==> src/rtl/seg7_mux_display.sv <==
// Multiplexed 7-segment hex driver: time-slices NUM_DIGITS digits, SCAN_DIV cycles per slot.
// Latency: a loaded value reaches the display at the next frame boundary (<= NUM_DIGITS*SCAN_DIV cycles).
// Backpressure: none; a newer load overwrites the waiting one. Optional SEG7_LEADING_ZERO_BLANK_EN.
module seg7_mux_display #(
    parameter int NUM_DIGITS = 4,
    parameter int SCAN_DIV   = 1024
) (
    input  logic                    clk,
    input  logic                    rst_n,
    input  logic [4*NUM_DIGITS-1:0] value,
    input  logic                    load,
    output logic [6:0]              seg,
    output logic [NUM_DIGITS-1:0]   dig_en,
    output logic                    pending,
    output logic                    frame_tick
);

    localparam int PW = $clog2(SCAN_DIV);
    localparam int IW = (NUM_DIGITS > 1) ? $clog2(NUM_DIGITS) : 1;
    localparam logic [PW-1:0] PRESC_LAST = PW'(SCAN_DIV - 1);
    localparam logic [IW-1:0] IDX_LAST   = IW'(NUM_DIGITS - 1);

    logic [PW-1:0]           presc;
    logic [IW-1:0]           idx;
    logic [4*NUM_DIGITS-1:0] shadow;
    logic [4*NUM_DIGITS-1:0] display;
    logic                    slot_end;
    logic [3:0]              nib;

    function automatic logic [6:0] hex7(input logic [3:0] h);
        logic [6:0] s;
        case (h)
            4'h0: s = 7'h3F;
            4'h1: s = 7'h06;
            4'h2: s = 7'h5B;
            4'h3: s = 7'h4F;
            4'h4: s = 7'h66;
            4'h5: s = 7'h6D;
            4'h6: s = 7'h7D;
            4'h7: s = 7'h07;
            4'h8: s = 7'h7F;
            4'h9: s = 7'h6F;
            4'hA: s = 7'h77;
            4'hB: s = 7'h7C;
            4'hC: s = 7'h39;
            4'hD: s = 7'h5E;
            4'hE: s = 7'h79;
            default: s = 7'h71;
        endcase
        return s;
    endfunction

    assign slot_end   = (presc == PRESC_LAST);
    assign frame_tick = slot_end && (idx == IDX_LAST);

    always_ff @(posedge clk) begin
        if (!rst_n) begin
            presc   <= '0;
            idx     <= '0;
            shadow  <= '0;
            display <= '0;
            pending <= 1'b0;
        end else begin
            presc <= slot_end ? '0 : presc + PW'(1);
            if (slot_end) begin
                idx <= (idx == IDX_LAST) ? '0 : idx + IW'(1);
            end
            // display swaps only at frame end so a frame is never split
            if (frame_tick && pending) begin
                display <= shadow;
            end
            // a load on the tick cycle keeps pending set for the value it just wrote
            if (load) begin
                shadow  <= value;
                pending <= 1'b1;
            end else if (frame_tick) begin
                pending <= 1'b0;
            end
        end
    end

    always_comb begin
        nib    = 4'h0;
        dig_en = '0;
        for (int i = 0; i < NUM_DIGITS; i++) begin
            if (idx == IW'(i)) begin
                nib = display[4*i +: 4];
            end
            // presc==0 leaves every digit off to hide ghosting during the switch
            dig_en[i] = (idx == IW'(i)) && (presc != '0);
        end
    end

`ifdef SEG7_LEADING_ZERO_BLANK_EN
    logic upper_nz;

    always_comb begin
        upper_nz = 1'b0;
        for (int i = 0; i < NUM_DIGITS; i++) begin
            if ((IW'(i) >= idx) && (display[4*i +: 4] != 4'h0)) begin
                upper_nz = 1'b1;
            end
        end
    end

    assign seg = ((idx != '0) && !upper_nz) ? 7'h00 : hex7(nib);
`else
    assign seg = hex7(nib);
`endif

endmodule

==> config.mk <==
export PLATFORM = sky130hd
export DESIGN_NAME = seg7_mux_display
export DESIGN_NICKNAME = d
export VERILOG_FILES = /design/src/rtl/seg7_mux_display.sv
export SDC_FILE = /design/constraint.sdc
export NUM_CORES = 1
export LEC_CHECK = 0
export CELL_PAD_IN_SITES_DETAIL_PLACEMENT = 1
export CELL_PAD_IN_SITES_GLOBAL_PLACEMENT = 1
export CORE_MARGIN = 1
export CORE_UTILIZATION = 44
export CTS_BUF_LIST = sky130_fd_sc_hd__clkbuf_4 sky130_fd_sc_hd__clkbuf_8
export DETAILED_ROUTE_END_ITERATION = 10
export GPL_TIMING_DRIVEN = 0
export PLACE_DENSITY_LB_ADDON = 0.25
export SYNTH_ARGS = -nofsm -noshare
export SYNTH_HDL_FRONTEND = slang
export SYNTH_SLANG_ARGS = --single-unit
==> constraint.sdc <==
create_clock -name clk -period 3.3 [get_ports clk]
set_input_delay 0.495 -clock clk [delete_from_list [all_inputs] [get_ports clk]]
set_output_delay 0.495 -clock clk [all_outputs]
set_load 0.02 [all_outputs]
Yosys cells after proc, flatten, opt, wreduce, memory -nomap -nowiden
Memory sizes are Yosys's and may differ from the RTL's. Index checks and enable logic that the tools add are counted.

$add $sub $neg: 2. Equal/unequal tests: 4. Mux-type cells: 7. Bitwise operators: 1. Reduce and logical (&&, ||, !) cells: 10.

Operators with widths (number): 4-bit two-way mux (4); 10-bit by 1-bit adder with 10-bit output, second input constant (1); 10-bit == test, second input constant (1); 10-bit nonzero test (1); 1-bit logical AND (6); 2-bit == test, second input constant (2); 2-bit by 1-bit adder with 2-bit output, second input constant (1); 2-bit by 1-bit == test with 1-bit output, second input constant (1); 2-bit zero test (1); 1-bit two-way mux (2); 2-bit two-way mux (1); 2-bit nonzero test (1); 2-bit OR reduction (1); 1-bit NOT (1).

Register bits after elaboration: 45. ROM bits: 112. Input port bits: 19. Output and inout bits: 13. Word-level logic and storage cells: 30. Memories: 1.

Memories: (name not given) (words 16, bits a word 7, rd ports 1, clocked after memory_dff 0, wr ports 0, line 32) `case (h)`.

Depth between registers and ports, before layout
Gate-level depths: netlist (run 1). An unclocked memory read counts as a cell.

Depth in word-level cells: 6. Mapped depth: 10. Depth with buffers taken out: 9.

Worst setup path before layout (run 1)
Ideal clock, no wire load.

Kind: register -> output. Start: register idx[0]. End: output port seg[6]. Arrival: 2510 ps. Data required time: 2805 ps. Path slack: 295 ps. Cell stages (with the launch flop): 10. Buffers on the path: 2. Cell sequence: dfxtp_1 ha_1 clkbuf_2 buf_4 a211oi_1 a221oi_1 inv_1 ha_1 mux2_2 a22oi_1.

Cells in the longest elaborated chain, start to end: 6. Elaborated cells on any way between the ends: 9. Those cells by class: 3 x eq/ne; 4 x mux; 1 x reduce/logical; 1 x memory.

Ends and longest elaborated chain: start: declaration (line 24) `logic [IW-1:0] idx;`; start signal: assignment (line 66) `idx <= (idx == IDX_LAST) ? '0 : idx + IW'(1);`; 2-bit zero test (line 86) `if (idx == IW'(i)) begin`; 4-bit two-way mux (3 in series) (line 86); 4-bit two-way mux * (line 86); memory 16 x 7 bit *; end: declaration (line 12) `output logic [6:0] seg,`.

Every way passes the cells marked *; elsewhere a longest branch is shown, timed or not.

Worst setup path in the final report (run 1)
Start: register idx[0]. End: output port seg[5].

The elaborated chain is that of the path after synthesis.

==> results of run 1 <==
==> metrics by stage <==
stage               cell area, um^2  std cells
global placement               2710        335
detailed placement             2710        335
global route                   2810        343
finish                         2810        343
floorplan                      2330        236
CTS                            2830        343
==> metal layers <==
layer	track usage (%)	vias up	share of wire, %
li1	-	868	-
met1	24.7	810	47
met2	34.5	25	49
met3	4.02	6	2.5
met4	5.66	0	1.2
met5	0	-	0
==> area by class of cell <==
| type | instances | share of cell area, % |
|---|---|---|
| Clock inverter | 2 | 1.25 |
| Buffer | 12 | 2.54 |
| Tap cell | 70 | 3.12 |
| Multi-Input combinational cell | 163 | 47.0 |
| Sequential cell | 45 | 32.1 |
| Clock buffer | 5 | 2.45 |
| Timing Repair Buffer | 30 | 9.48 |
| Inverter | 16 | 2.14 |
==> worst max-delay path: cells and delay by family (launching register included) <==
family / cells / cell delay (ns)
buffers and inverters: 4 / 0.76
multiplexers: 1 / 0.27
flip-flops: 1 / 0.35
AO/OA/AOI/OAI: 3 / 0.52
adder cells (fa/ha/maj): 2 / 0.41
==> cells in the final DEF, fill, tap and decap left out, types with 4 or more instances in the layout <==
cell type / count
xnor2_1: 5
nand2_1: 6
mux2i_1: 38
nor3b_1: 4
inv_1: 16
ha_1: 13
clkbuf_2: 8
clkbuf_8: 5
nor3_1: 5
clkdlybuf4s50_1: 22
clkbuf_1: 5
nor2_1: 11
buf_4: 4
and2_1: 7
nor2b_1: 35
dfxtp_1: 44
==> how the worst max path moves through the flow <==
stage                         to                 from  cells past startpoint  slack (ns)
final                     seg[5]  idx[0]$_SDFFE_PN0N_                     10        0.21
after global routing      seg[0]  idx[0]$_SDFFE_PN0N_                     11        0.04
after CTS                 seg[5]  idx[0]$_SDFFE_PN0N_                     10        0.03
after detailed placement  seg[6]  idx[0]$_SDFFE_PN0N_                     10       -0.58
after global placement    seg[6]  idx[0]$_SDFFE_PN0N_                     10       -0.53
after floorplan           seg[6]  idx[0]$_SDFFE_PN0N_                      9        0.30
==> logic make-up (layout without fill, tap and decap cells) <==
| kind of cell | Yosys count | count (layout) |
|---|---|---|
| simple gates | 81 | 81 |
| flops | 45 | 45 |
| mux | 41 | 41 |
| buf+inv | 28 | 65 |
| compound gates | 20 | 20 |
| fa+ha+maj | 13 | 13 |
| xor+xnor | 8 | 8 |
==> where the power goes <==
| part | internal [mW] | leakage, nW | total [mW] | switching, mW |
|---|---|---|---|---|
| sequential | 0.558 | 0.367 | 0.570 | 0.0119 |
| combinational | 0.0472 | 0.617 | 0.0803 | 0.0332 |
| clock | 0.220 | 0.0540 | 0.406 | 0.186 |
==> flip-flops by register name, summed over array words and instances, names as in the netlist <==
register,cells
display,16
presc,10
idx,2
shadow,16
pending,1
==> timing repair <==
action	CTS	global route
pin swaps	1	0
resized for setup	10	16
setup endpoints to repair	7	6
hold endpoints to repair	0	0
setup buffers	1	0
==> impl_metrics.py, run 1 <==
metrics = {
    "logic_synthesis": {
        "synth-main-ff-cell": "dfxtp_1",
        "synth.top_cell.area_share_pct": 38.7,
        "synth-edff-count": 0,
        "synth-simple-area-share_pct": 21.1,
        "synth-compound-area-share_pct": 6.72,
        "syn_area_per_cell_um2": 9.86,
        "ys_types": 39,
        "synth_seq_cells": 45,
        "synth_adder_area_share_pct": 6.99,
        "synthCells": 236,
        "yosysTopAreaCell": "dfxtp_1",
        "synth_xor_xnor_area_share_pct": 3.01,
        "synth_most_common_cell": "dfxtp_1",
        "seq_area_frac_synth_pct": 38.7,
        "yosys_warnings": 0,
        "netlist_area_um2": 2330,
        "yosys-top-cells-area": "dfxtp_1 (39%), mux2i_1 (16%), nor2b_1 (9.4%), ha_1 (7.0%), inv_1 (2.6%)",
        "async_flop_share_pct": 0,
        "synth_common_cells": "dfxtp_1 (45), mux2i_1 (38), nor2b_1 (35)",
        "muxShareOfSynthArea_pct": 17.8,
        "synthesis.nets": 268,
        "synth_top_family_by_area": "simple AND/OR/NAND/NOR gates",
    },
    "placed_design": {
        "gp_congestion": 0.749,
        "place_ws_ns": -0.579,
        "dp_hpwl_mm": 3.64,
        "port_buffers": 29,
    },
    "grt": {
        "grt_pass1_wl_mm": 8.20,
        "antenna_found_initial": 0,
        "grt_max_degree": 14,
        "grt_overflow": 0,
        "grt_use_total_pct": 19.8,
        "grt_pass1_vias": 1744,
    },
    "drt": {
        "first_pass_iters": 4,
        "drt_iter0_drc": 61,
        "wl_per_cell_um": 14.7,
        "post_drt_via_cell_ratio": 4.98,
        "drt_wl_total_mm": 5.03,
        "num_vias": 1709,
        "antenna_left": 0,
        "drc_errors": 0,
    },
    "cells_and_area": {
        "finalNetCount": 305,
        "drive_above_1_share_pct": 12.1,
        "area.sequential_um2": 902,
        "antenna_cells": 0,
        "final_util_pct": 55.0,
        "fillers": 601,
        "area_growth_pct": 20.8,
        "multi_input_area_um2": 1320,
    },
    "critical_path": {
        "crit_type": "reg -> out",
        "ff2ff_path_depth": 6,
        "cp.required_ns": 2.80,
        "critPathLaunchType": "flop",
        "r2r_start": "presc[0]$_SDFF_PP0_",
        "cp-end-kind": "output pin",
        "reg2reg_to": "display[12]$_SDFFE_PN0P_",
        "critPathMaxStageDelay_ns": 0.35,
        "r2r_slack_ns": 1.25,
        "cp_cell_sequence": "ha_1 > clkbuf_2 > buf_4 > a211oi_1 > a221oi_2 > buf_4 > ha_1 > mux2_2 > a21oi_1 > clkbuf_2",
        "cp_max_fo": 10,
        "slowest_stage": "dfxtp_2",
        "cp.arrival_ns": 2.60,
    },
    "power": {
        "total_power_mw": 1.06,
        "peakVddDrop_uv": 236,
        "power_leakage_nw": 1.04,
        "powerDensity_nw_per_um2": 376,
    },
    "timing": {
        "whs_ns": 0.488,
        "finalHoldViolCount": 0,
        "setup_tns_ns": 0,
        "timing.fmax_mhz": 323,
        "rsz0062_at_grt": "no",
        "finalCriticalPeriod_ns": 3.09,
        "clock_skew_ns": 0.00676,
        "setup_viol": 0,
        "worstMarginPinSlew_ns": 0.687,
        "min_period_over_period_pct": 93.7,
        "drv_slew": 0,
        "max_slew_margin_pct": 53.8,
        "setup_ws_ns": 0.207,
    },
    "clocking": {
        "cts_tree": "done",
        "clock_latency_ns": 0.30,
        "clock-root-buffer": "clkbuf_8",
        "cts_buffers": 5,
        "cts_sinks": 45,
        "cts_buffer_depth": 2,
        "htreeDepth": 2,
        "cts.hold.buffers_added": 0,
        "clk_pin_slew_worst_paths_ns": 0.08,
    },
    "floorplanning": {
        "initial_core_util_pct": 45.6,
        "die_area_um2": 5580,
        "core_um2": 5110,
        "row_count": 26,
        "die_h_um": 74.7,
        "ios": 32,
        "dieWidth_um": 74.7,
    },
    "worst_hold_path": {
        "worstHoldEndpoint": "presc[0]$_SDFF_PP0_",
        "worstHoldStart": "presc[0]$_SDFF_PP0_",
        "hp-class": "reg -> reg",
        "hold_path_depth": 1,
    },
    "status": {
        "outcome": "finished, final reports clean",
    },
    "run": {
        "maxCapViolCount": 0,
    },
}
No activity file was read; power rests on OpenSTA's default activity.
==> inputs of run 2 (changes only) <==
- CORE_UTILIZATION: 44 -> 51
- DONT_BUFFER_PORTS: unset -> 1
==> run 2 against run 1 <==
Effect of this change:
- wire length decreased by 8.1%
- sequential power about the same
- critical path type unchanged
- largest power group unchanged
- critical endpoint is now seg[1]
- cell area decreased by 8.8%
- largest cell class unchanged
- die area decreased by 13%
==> impl_metrics.py, run 2 (synthesized netlist as in run 1, its figures left out) <==
metrics = {
    "drt": {
        "drt_iter0_drc": 66,
        "num_vias": 1609,
        "antenna_left": 0,
        "post_drt_via_cell_ratio": 5.42,
        "drc_errors": 0,
        "drt_wl_total_mm": 4.63,
        "wl_per_cell_um": 15.6,
        "first_pass_iters": 4,
    },
    "grt": {
        "grt_overflow": 0,
        "grt_use_total_pct": 20.1,
        "grt_pass1_vias": 1592,
        "grt_pass1_wl_mm": 7.56,
        "grt_max_degree": 14,
        "antenna_found_initial": 0,
    },
    "critical_path": {
        "crit_type": "reg -> out",
        "ff2ff_path_depth": 7,
        "cp.arrival_ns": 2.64,
        "critPathLaunchType": "flop",
        "cp_max_fo": 10,
        "startpoint": "idx[0]$_SDFFE_PN0N_",
        "path_delay_family": "compound AO/OA/AOI/OAI gates",
        "cp-end-kind": "output pin",
        "path_depth": 10,
        "slowest_stage": "dfxtp_1",
        "cp_cell_sequence": "ha_1 > clkbuf_2 > buf_4 > a211oi_1 > a221oi_2 > buf_4 > ha_1 > inv_1 > mux2i_1 > a32oi_1",
        "critical_path.endpoint": "seg[1]",
        "critPathBufInv": 4,
        "reg2reg_to": "display[11]$_SDFFE_PN0P_",
        "critPathMaxStageDelay_ns": 0.41,
        "r2r_start": "idx[0]$_SDFFE_PN0N_",
        "r2r_slack_ns": 1.23,
        "cp.required_ns": 2.80,
    },
    "power": {
        "clkPwrFrac_pct": 41.3,
        "powerDensity_nw_per_um2": 415,
        "seqPwrFrac_pct": 53.7,
        "peakVddDrop_uv": 265,
        "p_sw_mw": 0.224,
        "p_int_mw": 0.839,
        "power_leakage_nw": 0.940,
        "swShare_pct": 21.1,
        "comb_power_share_pct": 5.1,
    },
    "clocking": {
        "htreeDepth": 2,
        "cts.hold.buffers_added": 0,
        "cts_tree": "done",
        "cts_sinks": 45,
        "clk_pin_slew_worst_paths_ns": 0.08,
        "clock_latency_ns": 0.30,
        "clock-root-buffer": "clkbuf_8",
        "cts_buffers": 5,
        "cts_buffer_depth": 2,
    },
    "floorplanning": {
        "ios": 32,
        "die_area_um2": 4840,
        "row_count": 24,
        "core_um2": 4380,
        "initial_core_util_pct": 53.1,
        "dieWidth_um": 69.6,
        "die_h_um": 69.6,
    },
    "cells_and_area": {
        "largest_registers": "display: 16 flops, shadow: 16 flops, presc: 10 flops",
        "antenna_cells": 0,
        "finalNetCount": 276,
        "final_cell_mix": "dfxtp_1 (45), mux2i_1 (37), nor2b_1 (35), inv_1 (16), ha_1 (13)",
        "fillers": 505,
        "drive_above_1_share_pct": 12.7,
        "area_growth_pct": 10.2,
        "area.sequential_um2": 901,
        "final_common_cell": "dfxtp_1",
        "multi_input_area_um2": 1340,
    },
    "timing": {
        "timing.fmax_mhz": 319,
        "min_period_over_period_pct": 94.9,
        "setup_viol": 0,
        "finalHoldViolCount": 0,
        "setup_ws_ns": 0.170,
        "worstMarginPinSlew_ns": 0.687,
        "max_slew_margin_pct": 53.9,
        "setup_tns_ns": 0,
        "clock_skew_ns": 0.00599,
        "finalCriticalPeriod_ns": 3.13,
        "drv_slew": 0,
    },
    "worst_hold_path": {
        "hold_path_depth": 2,
        "hp-class": "in -> reg",
    },
    "placed_design": {
        "dp_hpwl_mm": 3.37,
        "gp_congestion": 0.738,
        "place_ws_ns": -0.230,
        "port_buffers": 0,
    },
    "status": {
        "outcome": "finished, final reports clean",
    },
    "run": {
        "maxCapViolCount": 0,
    },
}
run 2: worst min path at each step:
stage,start,endpoint,slack (ns)
final,value[4],shadow[4]$_SDFFE_PN0P_,0.37
after global routing,value[3],shadow[3]$_SDFFE_PN0P_,0.37
after CTS,value[3],shadow[3]$_SDFFE_PN0P_,0.37
after detailed placement,presc[0]$_SDFF_PP0_,presc[0]$_SDFF_PP0_,0.48
after global placement,presc[0]$_SDFF_PP0_,presc[0]$_SDFF_PP0_,0.47
after floorplan,presc[0]$_SDFF_PP0_,presc[0]$_SDFF_PP0_,0.44
run 2: power groups by stage:
stage | registers [mW] | logic, mW | clock network (mW)
2_1_floorplan | 0.580 | 0.0455 | 0
3_3_place_gp | 0.583 | 0.0529 | 0
3_5_place_dp | 0.584 | 0.0549 | 0
4_1_cts | 0.571 | 0.0550 | 0.448
5_1_grt | 0.573 | 0.0596 | 0.466
6_report | 0.571 | 0.0539 | 0.439
run 2: per-layer routing:
metal	vias up	track usage, %	wire [um]
li1	816	-	-
met1	758	26.8	2290
met2	29	31.5	2120
met3	6	5.38	167
met4	0	6.80	59
met5	-	0	0
run 2: through the flow:
stage | cell area, um^2 | hold slack, ns | util, % | total power, mW | instances
after floorplan | 2330 | 0.442 | - | 0.625 | 236
after global placement | 2390 | 0.466 | 54.6 | 0.636 | 288
after detailed placement | 2390 | 0.478 | 54.6 | 0.639 | 288
after CTS | 2530 | 0.366 | 57.8 | 1.07 | 297
after global routing | 2560 | 0.373 | 58.5 | 1.10 | 297
final | 2560 | 0.371 | 58.5 | 1.06 | 297
run 2: worst reg2reg max path, stage by stage (launching register included):
cell,delay [ns]
dfxtp_1,0.41
ha_1,0.18
clkbuf_2,0.20
nand2_1,0.12
nor4_4,0.54
buf_8,0.24
mux2i_1,0.21
nor2b_1,0.06
run 2: repair_timing:
item	CTS	global route
pin swaps	1	0
buffers inserted	1	0
resized for setup	2	6
setup endpoints to repair	7	4
run 2: cell type report:
cell class / instances / share of cell area, %
Multi-Input combinational cell: 163 / 52.2
Tap cell: 52 / 2.54
Timing Repair Buffer: 1 / 0.293
Inverter: 16 / 2.34
Sequential cell: 45 / 35.1
Clock inverter: 1 / 1.17
Clock buffer: 7 / 3.51
Buffer: 12 / 2.78
